[src/rtl/elevator_ctrl_n.sv]
// N-floor elevator controller: latches floor calls and serves them in SCAN
// order, with per-floor travel time and a timed door dwell.
module elevator_ctrl_n #(
  parameter int FLOORS     = 8,
  parameter int FLOOR_W    = $clog2(FLOORS),
  parameter int TRAVEL_CYC = 4,
  parameter int DOOR_CYC   = 3
) (
  input  logic               clk,
  input  logic               rst,
  input  logic [FLOORS-1:0]  req,
  output logic [FLOOR_W-1:0] floor,
  output logic               dir,
  output logic               moving,
  output logic               door_open,
  output logic               arrive,
  output logic [FLOORS-1:0]  pending
);

  localparam int MAX_CYC = (TRAVEL_CYC > DOOR_CYC) ? TRAVEL_CYC : DOOR_CYC;
  localparam int TMR_W   = $clog2(MAX_CYC + 1);
  localparam logic [TMR_W-1:0] TRAVEL_LD = TMR_W'(TRAVEL_CYC - 1);
  localparam logic [TMR_W-1:0] DOOR_LD   = TMR_W'(DOOR_CYC - 1);

  typedef enum logic [1:0] {S_IDLE, S_MOVE, S_DOOR} state_t;

  state_t             state_q, state_d;
  logic [FLOOR_W-1:0] floor_q, floor_d;
  logic               dir_q, dir_d;
  logic [TMR_W-1:0]   timer_q, timer_d;
  logic               arrive_q, arrive_d;
  logic               moving_q, moving_d;
  logic               door_open_q, door_open_d;
  logic [FLOORS-1:0]  pending_q, pending_d;

  logic [FLOORS-1:0]  pnd;
  logic [FLOORS-1:0]  above_any;
  logic [FLOORS-1:0]  below_any;
  logic [FLOOR_W-1:0] floor_step;
  logic               ahead_at_step;

  // Requests seen this cycle: latched calls plus live buttons.
  assign pnd = pending_q | req;

  // For every possible floor, whether any call lies strictly above / below it.
  genvar gi;
  generate
    for (gi = 0; gi < FLOORS; gi++) begin : g_scan
      localparam logic [FLOORS-1:0] BELOW_M = (FLOORS'(1) << gi) - FLOORS'(1);
      localparam logic [FLOORS-1:0] ABOVE_M = ~(BELOW_M | (FLOORS'(1) << gi));
      assign below_any[gi] = |(pnd & BELOW_M);
      assign above_any[gi] = |(pnd & ABOVE_M);
    end
  endgenerate

  // The floor reached by the step in progress, and whether the sweep continues there.
  assign floor_step    = dir_q ? (floor_q - 1'b1) : (floor_q + 1'b1);
  assign ahead_at_step = dir_q ? below_any[floor_step] : above_any[floor_step];

  // Next-state logic: SCAN decisions in IDLE, stepping in MOVE, dwell in DOOR.
  always_comb begin
    state_d  = state_q;
    floor_d  = floor_q;
    dir_d    = dir_q;
    timer_d  = timer_q;
    arrive_d = 1'b0;
    case (state_q)
      S_IDLE: begin
        if (pnd[floor_q]) begin
          state_d = S_DOOR;
          timer_d = DOOR_LD;
        end else if (above_any[floor_q] || below_any[floor_q]) begin
          // Keep heading the same way while calls lie ahead, else reverse.
          dir_d   = dir_q ? below_any[floor_q] : ~above_any[floor_q];
          state_d = S_MOVE;
          timer_d = TRAVEL_LD;
        end
      end
      S_MOVE: begin
        if (timer_q != '0) begin
          timer_d = timer_q - 1'b1;
        end else begin
          floor_d  = floor_step;
          arrive_d = 1'b1;
          if (pnd[floor_step]) begin
            state_d = S_DOOR;
            timer_d = DOOR_LD;
          end else if (ahead_at_step) begin
            timer_d = TRAVEL_LD;
          end else begin
            state_d = S_IDLE;
          end
        end
      end
      S_DOOR: begin
        // A fresh call for this floor keeps the door open for a full dwell.
        if (req[floor_q]) begin
          timer_d = DOOR_LD;
        end else if (timer_q != '0) begin
          timer_d = timer_q - 1'b1;
        end else begin
          state_d = S_IDLE;
        end
      end
      default: begin
        state_d = S_IDLE;
        timer_d = '0;
      end
    endcase

    // The floor being served is cleared on door entry and stays clear while open.
    pending_d = pnd;
    if (state_d == S_DOOR) begin
      pending_d[floor_d] = 1'b0;
    end
    moving_d    = (state_d == S_MOVE);
    door_open_d = (state_d == S_DOOR);
  end

  // State and output registers with synchronous reset.
  always_ff @(posedge clk) begin
    if (rst) begin
      state_q     <= S_IDLE;
      floor_q     <= '0;
      dir_q       <= 1'b0;
      timer_q     <= '0;
      arrive_q    <= 1'b0;
      moving_q    <= 1'b0;
      door_open_q <= 1'b0;
      pending_q   <= '0;
    end else begin
      state_q     <= state_d;
      floor_q     <= floor_d;
      dir_q       <= dir_d;
      timer_q     <= timer_d;
      arrive_q    <= arrive_d;
      moving_q    <= moving_d;
      door_open_q <= door_open_d;
      pending_q   <= pending_d;
    end
  end

  assign floor     = floor_q;
  assign dir       = dir_q;
  assign moving    = moving_q;
  assign door_open = door_open_q;
  assign arrive    = arrive_q;
  assign pending   = pending_q;

endmodule

[config.mk]
export PLATFORM = sky130hd
export DESIGN_NAME = elevator_ctrl_n
export DESIGN_NICKNAME = d
export VERILOG_FILES = /design/src/rtl/elevator_ctrl_n.sv
export SDC_FILE = /design/constraint.sdc
export NUM_CORES = 1
export LEC_CHECK = 0
export CAP_MARGIN = 20
export CORE_ASPECT_RATIO = 1.1
export CORE_MARGIN = 3
export CORE_UTILIZATION = 30
export DETAILED_ROUTE_END_ITERATION = 7
export PLACE_DENSITY = 0.56
export SLEW_MARGIN = 20
export SYNTH_ARGS = -nofsm -noshare
export SYNTH_HDL_FRONTEND = slang
export SYNTH_SLANG_ARGS = --single-unit
export TNS_END_PERCENT = 5
[constraint.sdc]
create_clock -name clk -period 3.5 [get_ports clk]
set_input_delay 0.7 -clock clk [delete_from_list [all_inputs] [get_ports clk]]
set_output_delay 0.7 -clock clk [all_outputs]
set_load 0.03 [all_outputs]
==> reports/qor.txt, run 1 <==
CP cell instances: clkdlybuf4s50_1 > nor4_2 > o2111ai_1 > a2111oi_2 > o22ai_1 > or2_4 > and2_4 > a32o_1
Leading post-synthesis cells by cell area: dfxtp_1 28%, mux4_1 7.3%, nor2_1 6.8%
Final number of max-transition violations: 0
Critical Path RT: 3.66 ns
Pleak: 0.6574 nW
Post-synth EDFFs: 0
Vias in the first global route: 1418
Synth Area in XOR/XNOR: 2.431%
Max-Cap Viols: 0
WL/cell: 17.86 µm
Post-route minimum period: 2.894 ns
Largest area contributor in the netlist: dfxtp_1
Most frequent cells after synthesis: 26 x nor2_1, 20 x dfxtp_1, 9 x a311oi_1, 8 x nand2_1, 8 x o21ai_0
Syn_nets: 169
Setup-failing EPs final: 0
Largest family of logic cells by synthesized area: compound AO/OA/AOI/OAI gates
Non-filler cells in the finished layout: 236
Worst vdd ir: 0.1771 mV
Gr ovfl total: 0
Yosys reg bits: 20
Most frequent cell after synthesis: nor2_1
H-Tree Level Count: 1
ANT cells: 0
Worst endpoint data arrival time: 3.06 ns
IO Port Bufs: 24
Core region area: 4473 µm²
Hold_buf cts: 0
RSZ-0062 raised after global routing: no
Multiplexer share of the synthesized area: 13.89%
DPL Wire Length: 3.215 mm
CP max FO: 4
Post_cts resized: 0
Initial antenna violation count: 0
Worst skew pair latency: 0.27 ns
Share of cells above drive strength 1: 15.38%
Adder-Cell Fraction of Synth Area: 3.125%
Syn_area_per_cell: 9.240 µm²
CTS Buf Count: 3
Initial detailed-routing violation count: 75
DR vias: 1376
Synth cell types: 52
Setup Fix Bufs, Post-CTS: 0
TritonCTS Sinks: 20
Fmax: 345.6 MHz
Clock slew at reported path FFs: 0.08 ns
CTS tree: built
Routability congestion estimate: 0.8913
Antenna viol nets, final: 0
Clk buf depth: 2
Synth top area share: 27.78%
Top FF cell, synth: dfxtp_1
Sequential fraction of the synthesis area: 27.78%
CP Launch Type: primary input
Slowest stage cell, crit path: clkdlybuf4s50_1
Pin count of the biggest net entering global routing: 21
Die ar.: 5673 µm²
Worst path max stage delay: 0.47 ns
Synth Area in Compound Gates: 28.04%
Setup crit end kind: flip-flop
Setup Crit Path Kind: primary input to flip-flop
TNS Setup: 0 ns
Starting Density: 32.22%
Status: finished, final reports clean
IO Pins: 25
Class of the worst hold path: flip-flop to flip-flop
Placed cells: 232
Power Dens Cells: 552.8 nW/µm²
Total global-route track usage: 15.73%
Period utilisation layout: 82.67%
DRC viols: 0
Final number of hold-violating endpoints: 0
Die width: 72.09 µm
Ys async rst share: 0%
FILL cells: 442
Die H: 78.70 µm
Simple-gate portion of the synthesized area: 20.23%
Final #Nets: 196
# rows: 25
Mapped cell area: 1441 µm²
Final clock skew: 0.008499 ns
Vias/cell: 5.831
First-pass GRT wire length: 7.010 mm
Routed Wire Length: 4.215 mm
Pre-antenna DRT Iters: 4
Worst Max-Slew Pin Slew: 0.6007 ns
Layout area overhead: 26.21%
Syn Inst Count: 156
Root Buffer: clkbuf_8
Headroom to the max-slew limit: 59.43%
Yosys warnings: 0
==> cells in the final DEF, fill, tap and decap left out, types with 4 or more instances in the layout <==
cell type         n
o21ai_0           8
a21oi_1           7
clkdlybuf4s50_1  24
nand2_1           8
inv_1             5
dfxtp_1          20
nor2_1           26
nand3_1           4
buf_4             5
a311oi_1          9
mux4_1            4
==> layer usage <==
metal  vias to the layer above  part of all wire, %  GRT usage [%]
met5                         -                    0              0
met4                         0                  3.2          7.331
met3                        12                  5.7          3.418
met2                        57                   50          26.32
met1                       656                   42          18.93
li1                        651                    -              -
==> metrics by stage <==
stage	util, %	instance area [µm²]	worst slack (ns)	power (mW)	hold WS, ns
2_1_floorplan	-	1441	0.8838	0.6300	0.4557
3_3_place_gp	39.08	1748	0.3741	0.7614	0.4811
3_5_place_dp	39.08	1748	0.3398	0.7663	0.4873
4_1_cts	40.67	1819	0.6268	1.009	0.5041
5_1_grt	40.67	1819	0.4615	1.063	0.5252
6_report	40.67	1819	0.6064	1.006	0.5056
==> registers in the layout, summed over array words and instances (netlist names) <==
name / flops
arrive: 1
dir: 1
door_open: 1
floor: 3
moving: 1
pending: 8
state_q: 2
timer_q: 3
==> worst max-delay path, delay by kind of cell <==
family,cells,cell delay (ns)
compound gates,4,1.03
buf+inv,1,0.47
simple gates,3,0.85
==> final cells by class <==
type                            instances  area [µm²]  area share [%]
Clock buffer                            3       41.29           2.270
Clock inverter                          1       30.03           1.651
Inverter                                7       26.28           1.444
Multi-Input combinational cell        122       975.9           53.65
Sequential cell                        20       400.4           22.01
Tap cell                               54       67.56           3.714
Timing Repair Buffer                   29       277.8           15.27
==> report_power, final <==
| part | switching [mW] | total, mW | internal [mW] | leakage [nW] |
|---|---|---|---|---|
| Clock | 0.0890 | 0.242 | 0.153 | 0.0357 |
| Combinational | 0.261 | 0.457 | 0.196 | 0.456 |
| Sequential | 0.0391 | 0.306 | 0.267 | 0.165 |
| Total | 0.389 | 1.01 | 0.616 | 0.657 |
==> logic make-up after synthesis <==
kind of cell	after synthesis
buf+inv	14
xor+xnor	4
mux	10
compound gates	49
fa+ha+maj	3
flops	20
simple gates	56
==> final timing paths <==
| check | startpoint | slack [ns] | endpoint | depth (start not counted) |
|---|---|---|---|---|
| worst max-delay path | req[2] | 0.61 | timer_q[2] | 8 |
| worst min register to register | timer_q[2] | 0.51 | timer_q[2] | 1 |
| worst max register to register | dir | 0.79 | timer_q[2] | 8 |
| worst min-delay path | timer_q[2] | 0.51 | timer_q[2] | 1 |
Power figures use the tool's default switching activity.
==> run 2, diff against run 1 <==
==> constraint.sdc (replaced) <==
create_clock -name clk -period 2.96 [get_ports clk]
set_input_delay 0.592 -clock clk [delete_from_list [all_inputs] [get_ports clk]]
set_output_delay 0.592 -clock clk [all_outputs]
set_load 0.03 [all_outputs]
==> reports/qor.txt, run 2 (synthesized netlist as in run 1, its figures left out) <==
Status: finished, final reports clean
Die H: 78.70 µm (unchanged)
Starting Density: 32.22% (unchanged)
Die ar.: 5673 µm² (unchanged)
Final number of max-transition violations: 0 (unchanged)
Post-route minimum period: 2.770 ns
DR vias: 1402 (+1.9%)
Routability congestion estimate: 0.9071 (+1.8%)
DRC viols: 0 (unchanged)
Layout area overhead: 33.42%
CTS tree: built
Routed wire length on met3: 142 µm (-41%)
Pin count of the biggest net entering global routing: 20 (-4.8%)
Hold_buf cts: 0 (unchanged)
Die width: 72.09 µm (unchanged)
Core region area: 4473 µm² (unchanged)
Met2 wire len: 2.107 mm (+0.91%)
Class of the worst hold path: flip-flop to flip-flop
Initial detailed-routing violation count: 63 (-16%)
Setup-failing EPs final: 0 (unchanged)
Clock slew at reported path FFs: 0.08 ns (about the same)
Wire length on met1: 1.780 mm (+1.6%)
Period utilisation layout: 93.59%
Commonest non-fill, non-tap cell in the layout: nor2_1
FILL cells: 443 (+0.23%)
Setup crit end kind: flip-flop
First-pass GRT wire length: 7.058 mm (+0.68%)
IO Port Bufs: 24 (unchanged)
Setup Crit Path Kind: primary input to flip-flop
Headroom to the max-slew limit: 67.89% (+8.5 points)
Critical Path RT: 3.12 ns (-0.54 ns)
Largest register FFs: 8 (unchanged)
Vias/cell: 5.653 (-3.0%)
Final #Nets: 208 (+6.1%)
Antenna viol nets, final: 0 (unchanged)
DR top layer: met4
Final Util: 42.99% (+2.3 points)
Initial antenna violation count: 0 (unchanged)
Final number of hold-violating endpoints: 0 (unchanged)
DPL Wire Length: 3.296 mm (+2.5%)
Design Area, Final: 1923 µm² (+5.7%)
Final clock skew: 0.003530 ns (-0.004969 ns)
Share of cells above drive strength 1: 20.62% (+5.2 points)
IO Pins: 25 (unchanged)
WL/cell: 16.65 µm (-6.8%)
Power Dens Cells: 638.5 nW/µm² (+15%)
TNS Setup: 0 ns (unchanged)
CP Launch Type: primary input
CTS Buf Count: 3 (unchanged)
Vias in the first global route: 1462 (+3.1%)
Routed Wire Length: 4.129 mm (-2.0%)
FF/Latch Area: 400.4 µm² (unchanged)
Combined area of the multi-input logic cells: 977.2 µm² (+0.13%)
TritonCTS Sinks: 20 (unchanged)
CP max FO: 4 (unchanged)
Fmax: 361.0 MHz
H-Tree Level Count: 1 (unchanged)
Pleak: 0.7198 nW (+9.5%)
Gr ovfl total: 0 (unchanged)
Placed cells: 244 (+5.2%)
Clk buf depth: 2 (unchanged)
Pwr Total: 1.228 mW (+22%)
Worst endpoint data arrival time: 2.93 ns (-0.13 ns)
Total global-route track usage: 15.64% (-0.089 points)
Setup Fix Bufs, Post-CTS: 0 (unchanged)
Worst vdd ir: 0.2408 mV (+36%)
Worst Max-Slew Pin Slew: 0.4683 ns (-0.1325 ns)
Most frequent cells in the layout: 26 x nor2_1, 24 x clkdlybuf4s50_1, 20 x dfxtp_1
Non-filler cells in the finished layout: 248 (+5.1%)
Max-Cap Viols: 0 (unchanged)
# rows: 25 (unchanged)
Worst skew pair latency: 0.27 ns (about the same)
Post-DP Area: 1851 µm² (+5.9%)
Pre-antenna DRT Iters: 4 (unchanged)
Root Buffer: clkbuf_8
ANT cells: 0 (unchanged)
-- run 2: repair_timing --
| action | CTS | global route |
|---|---|---|
| endpoints found under the setup margin | 0 | 1 |
| gates resized for setup | 0 | 1 |
| endpoints found under the hold margin | 0 | 0 |
-- run 2: worst max-delay path: stages --
cell and delay (ns):
clkdlybuf4s50_1 0.47, nor4_2 0.40, buf_4 0.18, nand3_1 0.11
a2111oi_1 0.40, a211oi_1 0.17, a2bb2oi_2 0.21, and2_4 0.17
a32o_1 0.24
-- run 2: final cells by class --
type,count,area share [%]
Sequential cell,20,20.82
Multi-Input combinational cell,122,50.81
Tap cell,54,3.513
Inverter,7,1.366
Timing Repair Buffer,41,19.78
Clock buffer,3,2.147
Clock inverter,1,1.561
-- run 2: final timing paths --
| kind | startpoint | end | slack [ns] | depth (start not counted) |
|---|---|---|---|---|
| hold / removal | timer_q[2] | timer_q[2] | 0.51 | 1 |
| hold reg to reg | timer_q[2] | timer_q[2] | 0.51 | 1 |
| setup reg to reg | dir | timer_q[2] | 0.28 | 8 |
| setup / recovery | req[2] | timer_q[2] | 0.19 | 9 |
-- run 2: stage by stage --
stage	setup WS (ns)	hold WS (ns)
6_report	0.1899	0.5067
5_1_grt	-0.002659	0.5264
4_1_cts	0.1682	0.5117
3_5_place_dp	-0.1013	0.4925
3_3_place_gp	-0.04429	0.4763
2_1_floorplan	0.3438	0.4557
-- run 2: report_power, final --
group          switching, mW  internal [mW]  leakage (nW)  total [mW]
registers             0.0468          0.316         0.165       0.363
clock network         0.0995          0.181        0.0357       0.280
logic                  0.311          0.273         0.519       0.585
-- run 2: per-layer routing --
| layer | global-route usage, % | vias to the layer above |
|---|---|---|
| met4 | 6.203 | 0 |
| li1 | - | 675 |
| met2 | 28.05 | 32 |
| met5 | 0 | - |
| met3 | 2.658 | 9 |
| met1 | 18.13 | 686 |
